## src/rtl/solver_pkg.sv

```systemverilog
// Types and helpers shared by the solver pipeline blocks.
package solver_pkg;

    typedef enum logic [0:0] {
        MW_STATE__COLLECT,
        MW_STATE__EMIT
    } mw_state_t;

    // Bits needed to hold a popcount of n bits (0..n inclusive).
    function automatic int weight_width(input int n);
        return (n < 1) ? 1 : $clog2(n + 1);
    endfunction

endpackage

```

## src/rtl/axi_stream_if.sv

```systemverilog
// Minimal AXI-Stream bundle used between solver pipeline stages.
interface axi_stream_if #(
    parameter int DATA_WIDTH = 8
);
    logic                  tvalid;
    logic                  tready;
    logic [DATA_WIDTH-1:0] tdata;
    logic                  tlast;

    modport master (output tvalid, output tdata, output tlast, input tready);
    modport slave  (input tvalid, input tdata, input tlast, output tready);
endinterface

```

## src/rtl/popcount.sv

```systemverilog
// Combinational population count of an N-bit vector.
module popcount #(
    parameter int N = 8,
    parameter int W = 4
) (
    input  logic [N-1:0] data_i,
    output logic [W-1:0] count_o
);

    always_comb begin
        count_o = '0;
        for (int i = 0; i < N; i++) begin
            count_o = count_o + W'(data_i[i]);
        end
    end

endmodule

```

## src/rtl/min_weight_accumulator.sv

```systemverilog
// Per-packet minimum Hamming weight of candidate solutions, with a running
// total of minima, a packet counter and a sticky wrap flag.
//
//  state   | meaning
//  --------+-----------------------------------------------------------
//  COLLECT | accepting solution beats, tracking the smallest weight
//  EMIT    | presenting result_min, waiting for result_ready
module min_weight_accumulator
    import solver_pkg::*;
#(
    parameter int VARS_COUNT = 7,
    parameter int DATA_WIDTH = 8,
    parameter int TOTAL_W    = 32,
    localparam int WW        = weight_width(VARS_COUNT)
) (
    input  logic               clk,
    input  logic               rst,
    axi_stream_if.slave        solution_stream,
    input  logic               clear,
    output logic               result_valid,
    input  logic               result_ready,
    output logic [WW-1:0]      result_min,
    output logic [TOTAL_W-1:0] total,
    output logic [TOTAL_W-1:0] packet_count,
    output logic               overflow
);

    localparam int SW = TOTAL_W + 1;

    mw_state_t state_q, state_d;

    logic                  first_q;
    logic [WW-1:0]         best_q;
    logic [WW-1:0]         rmin_q;
    logic [TOTAL_W-1:0]    total_q, total_d;
    logic [TOTAL_W-1:0]    count_q, count_d;
    logic                  ovf_q, ovf_d;

    logic [DATA_WIDTH-1:0] tdata_w;
    logic [WW-1:0]         w;
    logic [WW-1:0]         cand;
    logic                  tready_int;
    logic                  beat;
    logic                  hs;
    logic [TOTAL_W-1:0]    base_total;
    logic [TOTAL_W-1:0]    base_count;
    logic [SW-1:0]         sum;
    logic                  unused_tdata_hi;

    // Bits above VARS_COUNT carry no solution information and are dropped.
    assign tdata_w         = solution_stream.tdata;
    assign unused_tdata_hi = ^tdata_w;

    popcount #(
        .N (VARS_COUNT),
        .W (WW)
    ) u_popcount (
        .data_i  (tdata_w[VARS_COUNT-1:0]),
        .count_o (w)
    );

    always_ff @(posedge clk or posedge rst) begin
        if (rst) state_q <= MW_STATE__COLLECT;
        else     state_q <= state_d;
    end

    always_comb begin
        state_d = state_q;
        case (state_q)
            MW_STATE__COLLECT: if (beat && solution_stream.tlast) state_d = MW_STATE__EMIT;
            MW_STATE__EMIT:    if (result_ready)                  state_d = MW_STATE__COLLECT;
            default:           state_d = MW_STATE__COLLECT;
        endcase
    end

    always_comb begin
        tready_int   = (state_q == MW_STATE__COLLECT);
        result_valid = (state_q == MW_STATE__EMIT);
    end

    assign solution_stream.tready = tready_int;
    assign beat = solution_stream.tvalid & tready_int;
    assign hs   = result_valid & result_ready;
    assign cand = (first_q || (w < best_q)) ? w : best_q;

    // clear takes effect before a same-cycle handshake adds its result.
    always_comb begin
        base_total = clear ? '0 : total_q;
        base_count = clear ? '0 : count_q;
        sum        = {1'b0, base_total} + SW'(rmin_q);
        total_d    = hs ? sum[TOTAL_W-1:0] : base_total;
        count_d    = hs ? base_count + TOTAL_W'(1) : base_count;
        ovf_d      = (clear ? 1'b0 : ovf_q) | (hs & sum[TOTAL_W]);
    end

    always_ff @(posedge clk or posedge rst) begin
        if (rst) begin
            first_q <= 1'b1;
            best_q  <= '0;
            rmin_q  <= '0;
            total_q <= '0;
            count_q <= '0;
            ovf_q   <= 1'b0;
        end else begin
            if (beat) begin
                if (solution_stream.tlast) begin
                    rmin_q  <= cand;
                    first_q <= 1'b1;
                end else begin
                    best_q  <= cand;
                    first_q <= 1'b0;
                end
            end
            total_q <= total_d;
            count_q <= count_d;
            ovf_q   <= ovf_d;
        end
    end

    assign result_min   = rmin_q;
    assign total        = total_q;
    assign packet_count = count_q;
    assign overflow     = ovf_q;

endmodule

```

## src/flat_wrapper.sv

```systemverilog
// flat-port wrapper written by rule: the top's interface ports become plain ports
module min_weight_accumulator_flat import solver_pkg::*;
#(
    parameter int VARS_COUNT = 7,
    parameter int DATA_WIDTH = 8,
    parameter int TOTAL_W    = 32,
    localparam int WW        = weight_width(VARS_COUNT)
)
  (clk, rst, clear, result_valid, result_ready, result_min, total, packet_count, overflow, solution_stream_tvalid, solution_stream_tdata, solution_stream_tlast, solution_stream_tready);
  axi_stream_if #(.DATA_WIDTH(DATA_WIDTH)) solution_stream_i ();
  input  logic clk;
  input  logic rst;
  input  logic clear;
  output logic result_valid;
  input  logic result_ready;
  output logic [WW-1:0] result_min;
  output logic [TOTAL_W-1:0] total;
  output logic [TOTAL_W-1:0] packet_count;
  output logic overflow;
  input wire logic [$bits(solution_stream_i.tvalid)-1:0] solution_stream_tvalid;
  input wire logic [$bits(solution_stream_i.tdata)-1:0] solution_stream_tdata;
  input wire logic [$bits(solution_stream_i.tlast)-1:0] solution_stream_tlast;
  output wire logic [$bits(solution_stream_i.tready)-1:0] solution_stream_tready;
  assign solution_stream_i.tvalid = solution_stream_tvalid;
  assign solution_stream_i.tdata = solution_stream_tdata;
  assign solution_stream_i.tlast = solution_stream_tlast;
  assign solution_stream_tready = solution_stream_i.tready;
  min_weight_accumulator #(.VARS_COUNT(VARS_COUNT), .DATA_WIDTH(DATA_WIDTH), .TOTAL_W(TOTAL_W)) u_core (.clk(clk), .rst(rst), .solution_stream(solution_stream_i), .clear(clear), .result_valid(result_valid), .result_ready(result_ready), .result_min(result_min), .total(total), .packet_count(packet_count), .overflow(overflow));
endmodule
```

## config.mk

```make
export PLATFORM = sky130hd
export DESIGN_NAME = min_weight_accumulator_flat
export DESIGN_NICKNAME = d
export VERILOG_FILES = /design/src/rtl/solver_pkg.sv /design/src/rtl/axi_stream_if.sv /design/src/rtl/popcount.sv /design/src/rtl/min_weight_accumulator.sv /design/src/flat_wrapper.sv
export SDC_FILE = /design/constraint.sdc
export NUM_CORES = 1
export LEC_CHECK = 0
export ABC_AREA = 0
export CAP_MARGIN = 30
export CORE_MARGIN = 5
export CORE_UTILIZATION = 55
export DETAILED_ROUTE_END_ITERATION = 16
export GPL_TIMING_DRIVEN = 0
export PLACE_DENSITY = 0.86
export SYNTH_ARGS = -nofsm -noshare
export SYNTH_HDL_FRONTEND = slang
export SYNTH_HIERARCHICAL = 1
export SYNTH_SLANG_ARGS = --single-unit
```

## constraint.sdc

```tcl
create_clock -name clk -period 4.85 [get_ports clk]
set_clock_uncertainty 0.1 [all_clocks]
set_input_delay 0.485 -clock clk [delete_from_list [all_inputs] [get_ports clk]]
set_output_delay 0.485 -clock clk [all_outputs]
set_load 0.05 [all_outputs]
```

* Yosys cells after proc, flatten, opt, wreduce, memory -nomap -nowiden
Cells that the tools add are included.
** Storage, ports and cells
- Output and inout port bits :: 70
- Input bits :: 14
- Flip-flop bits (word level) :: 73
- Logic and storage cells :: 36
** Cells by class
- Bitwise gates (word level) :: 6
- Magnitude comparators :: 1
- Mux-type cells :: 10
- Add/sub/neg operators :: 8
- Reductions and logical operators :: 4
** Operator list (count)
- two-way mux 32 bit :: 4
- adder 32 x 3 -> 33 bit :: 1
- adder 32 x 1 -> 32 bit, second input constant :: 1
- adder 3 x 1 -> 3 bit :: 4
- two-way mux 1 bit :: 4
- AND reduction 2 bit :: 2
- adder 2 x 1 -> 3 bit :: 1
- bitwise AND 1 bit :: 3
- < comparator 3 bit :: 1
- two-way mux 3 bit :: 1
- adder 1 x 1 -> 2 bit :: 1
- inverter 1 bit :: 2
- one-hot mux 1 bit (2 select lines) :: 1
- logical AND 1 bit :: 1
- logical OR 1 bit :: 1
- bitwise OR 1 bit :: 1

* Depth between registers and ports, before layout
Gate-level depths: netlist of the first run.
- Depth after elaboration :: 9
- Mapped depth :: 11
- Depth with buffers taken out :: 11

* By module
Netlist of the first run, hierarchy kept.
** By module, submodules not included
- min_weight_accumulator :: sequential area each 1828.0 µm², cells each 394, area each 3752.3 µm², times used 1
- popcount :: sequential area each 0.0 µm², cells each 12, area each 110.1 µm², times used 1

* Worst setup path after synthesis of the first run
Ideal clock, no wire load.
- Path type :: input to register
- Start point :: input port solution_stream_tdata[0]
- End point :: register u_core.best_q[0]
- Data arrival time :: 3536 ps
- Stages :: 11
- Data required time :: 4625 ps
- Path slack :: 1090 ps
- Cell sequence :: inv_1 > fa_1 > fa_1 > inv_1 > fa_1 > fa_1 > ha_1 > a21o_1 > a21oi_1 > o21ai_0 > mux2_2
** Between the ends
- Cells in the longest elaborated chain, start to end :: 9
** Ends and longest elaborated chain
- start: declaration :: RTL line flat_wrapper.sv:21 : input wire logic [$bits(solution_stream_i.tdata)-1:0] solution_stream_tdata;
- adder 1 x 1 -> 2 bit :: RTL line popcount.sv:13 : count_o = count_o + W'(data_i[i]);
- adder 2 x 1 -> 3 bit :: RTL line popcount.sv:13
- adder 3 x 1 -> 3 bit (4 in a row) :: RTL line popcount.sv:13
- via u_core.w[1] :: RTL line min_weight_accumulator.sv:40 : logic [WW-1:0] w;
- < comparator 3 bit :: RTL line min_weight_accumulator.sv:84 : assign cand = (first_q || (w < best_q)) ? w : best_q;
- logical OR 1 bit :: RTL line min_weight_accumulator.sv:84
- two-way mux 3 bit :: RTL line min_weight_accumulator.sv:84
- end signal: assignment :: RTL line min_weight_accumulator.sv:110 : best_q <= cand;
- end: declaration :: RTL line min_weight_accumulator.sv:33 : logic [WW-1:0] best_q;
The timed path passes the listed nets, and every way through them passes these cells.
A chain may end at the register's enable or synchronous reset.

* Final worst setup path of the first run
Same ends and word-level chain as after synthesis.

==> impl_results.md, run 1 <==
- Status: finished clean
- CP Buf/Inv Count: 3
- FILL cells: 525
- CP delay by family, top: adder cells
- DP Area: 4810 um^2
- EDFF count, synth: 0
- Pwr dens: roughly 300 nW/um^2
- CTS resizes: 0
- Gate Count Post-Synth: about 410
- Initial Utilization: 0.565
- Yosys warning count: 6
- Die area: around 9000 um^2
- Synthesis-to-finish area growth: 29.4%
- Total wire length: 9670 um
- Top cell type by total area after synthesis: dfrtp_1
- TritonCTS Sinks: between 70 and 80
- Ant diodes: 0
- Crit Path Category: in -> reg
- Initial antenna violation count: 0
- Avg Inst Size Synth: ~9.5 um^2
- Via count: 3354
- WL/cell: 16.1 um
- TritonCTS clock tree: yes
- Setup_tns: 0 ns
- Final Hold Vio Count: 0
- Area contributors post-synth: dfrtp_1 47%, xor2_1 5.9%, xnor2_1 5.4%, nor2_1 5.1%, nand2_1 3.1%
- Worst-case vdd ir drop: around 340 uV
- Crit-path cells: clkdlybuf4s50_1, inv_1, fa_1, fa_1, inv_1, fa_1, fa_1, ha_1, a21o_1, a21oi_1, o21ai_0, mux2_2
- CTS root buf: clkbuf_8
- Clock Path Buffers: 2
- Setup bufs post-CTS: 0
- Gr usage total: 0.234
- Max frequency: 241 MHz
- Post-DRT Antenna Nets: 0
- First-pass GRT wire length: between 15000 and 20000 um
- Maximum fanout along the worst path: 7
- Worst relative slew slack: 0.293
- Die X: about 94 um
- I/O Pins: 84
- Post-synth top flop: dfrtp_1
- Synthesized flop and latch total: 73
- Crit end category: flop
- Unrepaired setup endpoints after global routing: false
- Syn_nets: roughly 430
- Synthesized cell area: roughly 3900 um^2
- Post-layout minimum cycle time: 4.15 ns
- Drt initial violations: about 240
- # hold bufs at CTS: 0
- Leakage: about 2.1 nW
- Row count: 30
- DR vias/cell: about 5.6
- H-tree levels: 3
- Final number of setup-violating endpoints: 0
- Dpl hpwl: 6870 um
- Final Cycle Share: 0.856
- Fraction of registers with async set/reset: 1.00
- Netlist cell types: 42
- Layout cell share with drive strength beyond 1: 0.0515
- Die H: 93.8 um
- Critical path arrival: approximately 4.3 ns
- DR pass1 iterations: 5
- Layout Nets: between 500 and 600
- I/O Buffers: between 80 and 90
- GP Congestion: ~0.85
- CP required: just under 5 ns
- Number of global-route vias before repair: 3457
- Sequential area share after synthesis: 0.473
- Critical path's slowest cell: fa_1
- Slew Viols, Final: 0
- Post-route cell area: about 5000 um^2
- Largest net degree at the start of global routing: 74
- Worst Tran Pin Value: 1.05 ns
- Max incr delay on CP: 0.50 ns
- Synth top area share: 0.466
- Number of CTS-inserted buffers: 9
- Clk_lat worst skew: 0.34 ns
- Global route overflow: 0
- Hold WC Path Type: reg -> reg
- Placeable core area: approximately 6800 um^2
- DRC viols: 0
- Maxcap violations: 0
- Crit-path most repeated cell: fa_1
- Critical path startpoint category: primary input
- CTS clk-pin slew, worst paths: about 0.070 ns
[per-stage QoR]
step / cells / setup WS (ns) / utilization / total power, W / hold WS [ns]
floorplan: 406 / 1.09 / - / 0.000909 / 0.379
global placement: 583 / 0.456 / 0.702 / 0.00100 / 0.365
detailed placement: 585 / 0.328 / 0.704 / 0.00102 / 0.375
CTS: 601 / 0.699 / 0.732 / 0.00149 / 0.385
global route: 601 / 0.510 / 0.732 / 0.00155 / 0.406
finish: 601 / 0.697 / 0.732 / 0.00147 / 0.379
[state kept, by name, summed over array words and instances (netlist names)]
signal,cells
u_core/overflow,1
u_core/packet_count,32
u_core/best_q,3
u_core/total,32
u_core/result_valid,1
u_core/first_q,1
u_core/result_min,3
[worst register-to-register path, cell delays in order, from the launching register on]
cell,delay [ns]
dfrtp_1,0.40
nor2b_1,0.16
ha_1,0.38
nand3_1,0.20
a211oi_1,0.68
buf_4,0.27
nand4_1,0.12
xor2_1,0.23
nor2_1,0.07
[cells by family (layout without fill, tap and decap cells)]
family / count (synthesis) / in the layout / share of synthesized area
buffers and inverters: 31 / 130 / 0.0304
muxes: 4 / 4 / 0.0113
adders and majority gates: 11 / 11 / 0.0454
and+or+nand+nor: 198 / 198 / 0.266
AOI/OAI and AO/OA: 39 / 39 / 0.0603
xor gates and xnor gates: 50 / 50 / 0.113
DFF: 73 / 73 / 0.473
[layout make-up]
class / instances / area [um^2] / share of cell area
Buffer: 11 / 42.5 / 0.00851
Clock buffer: 13 / 149 / 0.0298
Clock inverter: 3 / 40.0 / 0.00801
Inverter: 20 / 77.6 / 0.0155
Multi-Input combinational cell: 302 / 1920 / 0.384
Sequential cell: 73 / 1830 / 0.366
Tap cell: 96 / 120 / 0.0240
Timing Repair Buffer: 83 / 823 / 0.165
[cells in the mapped netlist, types with 10 or more instances]
cell type / count
dfrtp_1: 72
nor2_1: 52
nand2_1: 32
xor2_1: 26
xnor2_1: 24
nand3_1: 21
inv_1: 20
nand4_1: 19
a21oi_1: 15
nor2b_1: 12
o21ai_0: 11
nor4_1: 10
[final timing paths]
| check | startpoint | end | slack [ns] | depth (start not counted) |
|---|---|---|---|---|
| setup reg to reg | u_core/total[2]$_DFF_PP0_ | u_core/total[29]$_DFF_PP0_ | 2.11 | 8 |
| min in group asynchronous | rst | u_core/packet_count[28]$_DFF_PP0_ | 0.59 | 2 |
| hold reg to reg | u_core/packet_count[31]$_DFF_PP0_ | u_core/packet_count[31]$_DFF_PP0_ | 0.38 | 1 |
| hold / removal | u_core/packet_count[31]$_DFF_PP0_ | u_core/packet_count[31]$_DFF_PP0_ | 0.38 | 1 |
| setup / recovery | solution_stream_tdata[0] | u_core/best_q[0]$_DFFE_PP0P_ | 0.70 | 12 |
| max in group asynchronous | rst | u_core/total[19]$_DFF_PP0_ | 3.46 | 2 |
[report_power, final]
| part | leakage, nW | internal, W | switching (W) |
|---|---|---|---|
| Clock | 0.0974 | 0.000251 | 0.000218 |
| Sequential | 0.998 | 0.000645 | 0.0000340 |
| Combinational | 0.956 | 0.000125 | 0.000202 |
[cells in the final DEF (no fill, tap or decap), types with 3 or more instances in the layout]
master and count:
clkbuf_8 10, nand2_1 32, nand4b_1 3, dfrtp_1 72, and3_1 9, o21ai_0 11
inv_1 19, nand4_1 19, nand3b_1 3, clkbuf_1 11, nor2b_1 12, nor2_1 52
xnor2_1 24, nor4_1 10, nand3_1 21, fa_1 5, or3_1 9, nor3_1 6
ha_1 6, mux2_2 3, and2_1 6, nand2b_1 9, a21oi_1 15, xor2_1 26
clkdlybuf4s50_1 81
[metal layers]
| metal | part of all wire | wire (um) | global-route usage |
|---|---|---|---|
| met1 | 0.42 | 4060 | 0.297 |
| met2 | 0.50 | 4840 | 0.396 |
| met3 | 0.063 | 611 | 0.0457 |
| met4 | 0.016 | 159 | 0.0878 |
| met5 | 0 | 0 | 0 |
(Power assumes the default switching activity.)
==> run 2: changes to the inputs <==
--- a/config.mk
+++ b/config.mk
@@ -7,12 +7,13 @@
 export LEC_CHECK = 0
 export ABC_AREA = 0
 export CAP_MARGIN = 30
+export CORE_ASPECT_RATIO = 1.1
 export CORE_MARGIN = 5
 export CORE_UTILIZATION = 55
 export DETAILED_ROUTE_END_ITERATION = 16
 export GPL_TIMING_DRIVEN = 0
-export PLACE_DENSITY = 0.86
+export PLACE_DENSITY = 0.85
+export SKIP_LAST_GASP = 1
 export SYNTH_ARGS = -nofsm -noshare
 export SYNTH_HDL_FRONTEND = slang
-export SYNTH_HIERARCHICAL = 1
 export SYNTH_SLANG_ARGS = --single-unit
==> impl_results.md, run 2 <==
- # hold bufs at CTS: 0 (unchanged)
- Fraction of registers with async set/reset: 1.00 (unchanged)
- CTS clk-pin slew, worst paths: 0.08 ns (about the same)
- Maxcap violations: 0 (unchanged)
- Pwr dens: 298 nW/um^2 (+1.1%)
- Critical path arrival: 4.38 ns (+0.10 ns)
- CTS root buf: clkbuf_8
- Clock Path Buffers: 2 (unchanged)
- Critical path startpoint category: primary input
- Register area: 1830 um^2 (unchanged)
- Ant diodes: 0 (unchanged)
- Post-layout minimum cycle time: 4.24 ns (+0.0918 ns)
- H-tree levels: 3 (unchanged)
- DRC viols: 0 (unchanged)
- Die X: 90.8 um (-3.2%)
- Sequential area share after synthesis: 0.463 (-0.0101)
- Largest net degree at the start of global routing: 74 (unchanged)
- Most common cell in the netlist: dfrtp_1
- Initial Utilization: 0.563 (-0.00217)
- Crit-path cells: clkdlybuf4s50_1, fa_1, inv_1, fa_1, inv_1, fa_1, inv_1, fa_1, inv_1, ha_1, a21o_1, a21oi_1, o21ai_0, mux2_2
- Leakage: 2.17 nW (+5.7%)
- Drt initial violations: 179 (-24%)
- CP required: 4.98 ns (about the same)
- Gate Count Post-Synth: 403 (-0.74%)
- Crit Path Category: in -> reg
- Worst relative slew slack: 0.609 (+0.316)
- I/O Buffers: 82 (+1.2%)
- DR vias/cell: 5.76 (+3.3%)
- Maximum fanout along the worst path: 7 (unchanged)
- Worst Tran Pin Value: 0.584 ns (-0.466 ns)
- Final number of setup-violating endpoints: 0 (unchanged)
- Crit end category: flop
- Unrepaired setup endpoints after global routing: false
- Syn_nets: 428 (-0.70%)
- Layout Nets: 522 (-0.57%)
- Commonest non-fill, non-tap cell in the layout: clkdlybuf4s50_1
- Initial antenna violation count: 0 (unchanged)
- Netlist cell types: 45 (+7.1%)
- GP Congestion: 0.840 (-0.70%)
- Yosys warning count: 0 (-6)
- DR pass1 iterations: 4 (-1)
- Post-synth top flop: dfrtp_1
- Critical path's slowest cell: fa_1
- Layout cell share with drive strength beyond 1: 0.0538 (+0.00230)
- Area contributors post-synth: dfrtp_1 46%, xnor2_1 6.9%, nor2_1 4.1%, xor2_1 4.0%, nand4_1 3.8%
- I/O Pins: 84 (unchanged)
- Gr usage total: 0.222 (-0.0128)
- Synthesized flop and latch total: 73 (unchanged)
- First-pass GRT wire length: 16400 um (+0.25%)
- EDFF count, synth: 0 (unchanged)
- Commonest cells after routing, fill and taps aside: 82 x clkdlybuf4s50_1, 72 x dfrtp_1, 43 x nor2_1, 33 x nand2_1, 31 x xnor2_1
- Setup bufs post-CTS: 0 (unchanged)
- Total wire length: 9550 um (-1.2%)
- TritonCTS Sinks: 73 (unchanged)
- Synth top area share: 0.457 (-0.00991)
- Multi-input gate area: 2010 um^2 (+4.8%)
- WL/cell: 16.3 um (+1.2%)
- Avg Inst Size Synth: 9.79 um^2 (+2.9%)
- Worst-case vdd ir drop: 226 uV (-33%)
- Synthesis-to-finish area growth: 29.9%
- Dpl hpwl: 6910 um (+0.55%)
- Global route overflow: 0 (unchanged)
- TritonCTS clock tree: yes
- Top cell type by total area after synthesis: dfrtp_1
- Hold WC Path Type: in -> async
- Number of global-route vias before repair: 3569 (+3.2%)
- Max frequency: 236 MHz (-2.2%)
- Via count: 3384 (+0.89%)
- Placeable core area: 7010 um^2 (+2.6%)
- Slew Viols, Final: 0 (unchanged)
- Top cells by count, synth: 72 x dfrtp_1, 43 x nor2_1, 33 x nand2_1
- Die H: 98.8 um (+5.4%)
- Max incr delay on CP: 0.55 ns (+0.05 ns)
- Synthesized cell area: 3950 um^2 (+2.2%)
- Row count: 32 (+6.7%)
- Clk_lat worst skew: 0.34 ns (about the same)
- FILL cells: 507 (-3.4%)
- Setup_tns: 0 ns (unchanged)
- Number of CTS-inserted buffers: 9 (unchanged)
- Post-DRT Antenna Nets: 0 (unchanged)
- CTS resizes: 0 (unchanged)
- Status: finished clean
- Final Cycle Share: 0.875 (+0.0189)
- Final Util: 0.732 (about the same)
- Final Hold Vio Count: 0 (unchanged)
- Die area: 8970 um^2 (+2.0%)
## run 2: cell types whose count changed after synthesis, moves of 3 or more
cell | previous run | this run
nand3_1 | 21 | 16
xor2_1 | 26 | 18
inv_1 | 20 | 16
nor2b_1 | 12 | 17
nand4_1 | 19 | 24
nor2_1 | 52 | 43
or3_1 | 9 | 4
a21oi_1 | 15 | 12
o31ai_1 | 0 | 4
xnor2_1 | 24 | 31
## run 2: kinds of logic after synthesis
kind of cell               Yosys count  synth area share
xor gates and xnor gates            49             0.109
AOI/OAI and AO/OA                   36            0.0599
adders and majority gates           11            0.0444
muxes                                6            0.0162
DFF                                 73             0.463
buffers and inverters               28            0.0279
and+or+nand+nor                    200             0.280
## run 2: worst max-delay path, delay by kind of cell
family / cells / cell delay (ns)
compound gates: 3 / 0.86
fa+ha+maj: 5 / 2.01
mux: 1 / 0.33
buf+inv: 5 / 0.68
## run 2: where the power goes
part	leakage, nW	total (W)	switching, W	internal (W)
registers	0.999	0.000676	0.0000317	0.000645
logic	1.06	0.000319	0.000197	0.000122
clock network	0.111	0.000535	0.000216	0.000319
total	2.17	0.00153	0.000444	0.00109
## run 2: stage by stage
| stage | hold WS [ns] | area [um^2] | std cells | worst slack (ns) | power [W] |
|---|---|---|---|---|---|
| 2_1_floorplan | 0.373 | 3950 | 403 | 0.977 | 0.000902 |
| 3_3_place_gp | 0.397 | 4870 | 570 | 0.288 | 0.000993 |
| 3_5_place_dp | 0.429 | 4880 | 570 | 0.257 | 0.00101 |
| 4_1_cts | 0.443 | 5100 | 586 | 0.624 | 0.00154 |
| 5_1_grt | 0.244 | 5130 | 587 | 0.412 | 0.00160 |
| 6_report | 0.269 | 5130 | 587 | 0.605 | 0.00153 |
## run 2: final timing paths
| check | cells past startpoint | slack [ns] | to | startpoint |
|---|---|---|---|---|
| min in group clk | 1 | 0.44 | u_core.result_min[0]$_DFFE_PP0P_ | u_core.result_min[0]$_DFFE_PP0P_ |
| max reg2reg | 8 | 2.12 | u_core.total[28]$_DFF_PP0_ | u_core.total[0]$_DFF_PP0_ |
| min reg2reg | 1 | 0.44 | u_core.result_min[0]$_DFFE_PP0P_ | u_core.result_min[0]$_DFFE_PP0P_ |
| min | 2 | 0.27 | u_core.packet_count[27]$_DFF_PP0_ | rst |
| max in group asynchronous | 3 | 3.81 | u_core.first_q$_DFFE_PP1P_ | rst |
| max | 14 | 0.61 | u_core.best_q[0]$_DFFE_PP0P_ | solution_stream_tdata[0] |
## run 2: routing by layer
metal  GRT usage  up-vias  share of wire
li1            -     1585              -
met5           0        -              0
met4      0.0905        0          0.021
met1       0.265     1689           0.42
met2       0.378       95           0.52
met3      0.0595       15          0.044
## run 2: layout make-up
cell class / instances / area share
clock inverters: 2 / 0.0117
multi-input cells: 302 / 0.392
clock buffers: 14 / 0.0317
inverters: 16 / 0.0122
repair buffers: 83 / 0.165
plain buffers: 12 / 0.00976
well taps: 85 / 0.0207
flip-flops and latches: 73 / 0.357
==> run 3: changes to the inputs <==
--- a/config.mk
+++ b/config.mk
@@ -12,8 +12,9 @@
 export CORE_UTILIZATION = 55
 export DETAILED_ROUTE_END_ITERATION = 16
 export GPL_TIMING_DRIVEN = 0
-export PLACE_DENSITY = 0.85
+export PLACE_DENSITY = 0.86
 export SKIP_LAST_GASP = 1
 export SYNTH_ARGS = -nofsm -noshare
 export SYNTH_HDL_FRONTEND = slang
+export SYNTH_HIERARCHICAL = 1
 export SYNTH_SLANG_ARGS = --single-unit
==> impl_results.md, run 3 (same netlist as run 1, synthesis figures left out) <==
- Die area: 8800 um^2 (-1.9%)
- Worst-case vdd ir drop: 193 uV (-14%)
- DRC viols: 0 (unchanged)
- Placeable core area: 6930 um^2 (-1.1%)
- TritonCTS clock tree: yes
- H-tree levels: 3 (unchanged)
- Placed cells: 574 (+0.70%)
- R2R depth: 7 (-1)
- CTS resizes: 0 (unchanged)
- # hold bufs at CTS: 0 (unchanged)
- Max frequency: 237 MHz (+0.68%)
- Final WS setup: 0.634 ns (+0.0287 ns)
- Worst Tran Pin Value: 0.903 ns (+0.319 ns)
- Initial Utilization: 0.558 (-0.00559)
- Unrepaired setup endpoints after global routing: false
- Total wire length: 9520 um (-0.38%)
- Crit Path Category: in -> reg
- Setup bufs post-CTS: 0 (unchanged)
- GP Congestion: 0.797 (-5.1%)
- DR vias/cell: 5.64 (-2.2%)
- Maxcap violations: 0 (unchanged)
- Hold Crit Depth: 1
- Clock Path Buffers: 2 (unchanged)
- TritonCTS Sinks: 73 (unchanged)
- Ant diodes: 0 (unchanged)
- Fin Hold WS: 0.384 ns (+0.115 ns)
- First-pass GRT wire length: 15900 um (-2.8%)
- Row count: 32 (unchanged)
- Drt initial violations: 163 (-8.9%)
- Die X: 89.9 um (-0.95%)
- Final Instance Count excl. Fillers: 590 (+0.51%)
- FF-to-FF Start: u_core/result_valid$_DFF_PP0_
- Leakage: 2.05 nW (-5.2%)
- Setup_tns: 0 ns (unchanged)
- Global route overflow: 0 (unchanged)
- Number of CTS-inserted buffers: 9 (unchanged)
- Hold WC Path Type: reg -> reg
- Number of global-route vias before repair: 3415 (-4.3%)
- Final Cycle Share: 0.869 (-0.00593)
- Slew Viols, Final: 0 (unchanged)
- Die H: 97.9 um (-0.96%)
- Initial antenna violation count: 0 (unchanged)
- I/O Pins: 84 (unchanged)
- Worst slack at placement: 0.290 ns (+0.0327 ns)
- CP required: 4.96 ns (-0.02 ns)
- Largest net degree at the start of global routing: 74 (unchanged)
- Pwr dens: 293 nW/um^2 (-1.9%)
- Clk_lat worst skew: 0.34 ns (about the same)
- Worst hold start: u_core/packet_count[31]$_DFF_PP0_
- Crit end category: flop
- Critical path arrival: 4.33 ns (-0.05 ns)
- Commonest non-fill, non-tap cell in the layout: clkdlybuf4s50_1
- Layout cell share with drive strength beyond 1: 0.0554 (+0.00166)
- Maximum fanout along the worst path: 7 (unchanged)
- Dpl hpwl: 6940 um (+0.43%)
- WL/cell: 16.1 um (-0.88%)
- Synthesis-to-finish area growth: 29.1%
- Gr usage total: 0.217 (-0.00437)
- Flop-to-flop setup slack: 2.20 ns (+0.08 ns)
- Post-layout minimum cycle time: 4.22 ns (-0.0287 ns)
- CTS clk-pin slew, worst paths: 0.08 ns (about the same)
- Worst r2r dst: u_core/packet_count[28]$_DFF_PP0_
- DR pass1 iterations: 4 (unchanged)
- Layout Nets: 526 (+0.77%)
- Worst relative slew slack: 0.392 (-0.217)
- Worst setup endpoint: u_core/best_q[0]$_DFFE_PP0P_
- Critical path startpoint category: primary input
- Commonest cells after routing, fill and taps aside: 81 x clkdlybuf4s50_1, 72 x dfrtp_1, 52 x nor2_1, 32 x nand2_1, 26 x xor2_1
- Status: finished clean
- Final number of setup-violating endpoints: 0 (unchanged)
- Pwr Total: 0.00146 W (-4.6%)
- Final Hold Vio Count: 0 (unchanged)
- CTS root buf: clkbuf_8
- I/O Buffers: 81 (-1.2%)
- Critical Path Source: solution_stream_tdata[0]
- Post-DRT Antenna Nets: 0 (unchanged)
- Via count: 3327 (-1.7%)
## run 3: cell count changes in the layout (fill, tap and decap cells not counted), moves of 4 or more
cell      delta
inv_1        +4
nor2_1       +9
xor2_1       +8
or3_1        +5
clkbuf_1     -4
xnor2_1      -7
nor2b_1      -5
o31ai_1      -4
nand4_1      -5
nand3_1      +5
## run 3: critical path, cell delays in order
cell             delay, ns
clkdlybuf4s50_1       0.46
inv_1                 0.05
fa_1                  0.50
fa_1                  0.50
inv_1                 0.05
fa_1                  0.38
fa_1                  0.56
ha_1                  0.25
a21o_1                0.15
a21oi_1               0.37
o21ai_0               0.26
mux2_2                0.32
## run 3: stage by stage
stage          cell area, um^2  utilization
2_1_floorplan             3860            -
3_3_place_gp              4780        0.690
3_5_place_dp              4790        0.692
4_1_cts                   4980        0.719
5_1_grt                   4980        0.720
6_report                  4980        0.720
## run 3: how the worst min path moves through the flow
stage	slack (ns)	endpoint
finish	0.38	u_core/packet_count[31]$_DFF_PP0_
global route	0.42	u_core/packet_count[31]$_DFF_PP0_
CTS	0.39	u_core/packet_count[31]$_DFF_PP0_
detailed placement	0.37	u_core/packet_count[31]$_DFF_PP0_
global placement	0.37	u_core/packet_count[31]$_DFF_PP0_
floorplan	0.38	u_core/best_q[1]$_DFFE_PP0P_
## run 3: power breakdown
group,switching [W],total (W),internal (W)
Combinational,0.000201,0.000325,0.000124
Clock,0.000222,0.000457,0.000235
Sequential,0.0000323,0.000678,0.000645
Total,0.000455,0.00146,0.00100
## run 3: final cells by class
class	count	area [um^2]
Sequential cell	73	1830
Clock buffer	10	128
Inverter	20	77.6
Fill cell	511	1940
Tap cell	85	106
Clock inverter	5	57.6
Multi-Input combinational cell	302	1920
Timing Repair Buffer	84	828
Buffer	11	42.5
## run 3: routing by layer
metal | part of all wire | track usage | vias up
met5 | 0 | 0 | -
met4 | 0.015 | 0.0962 | 0
li1 | - | - | 1581
met3 | 0.048 | 0.0393 | 15
met1 | 0.41 | 0.258 | 1627
met2 | 0.53 | 0.382 | 104
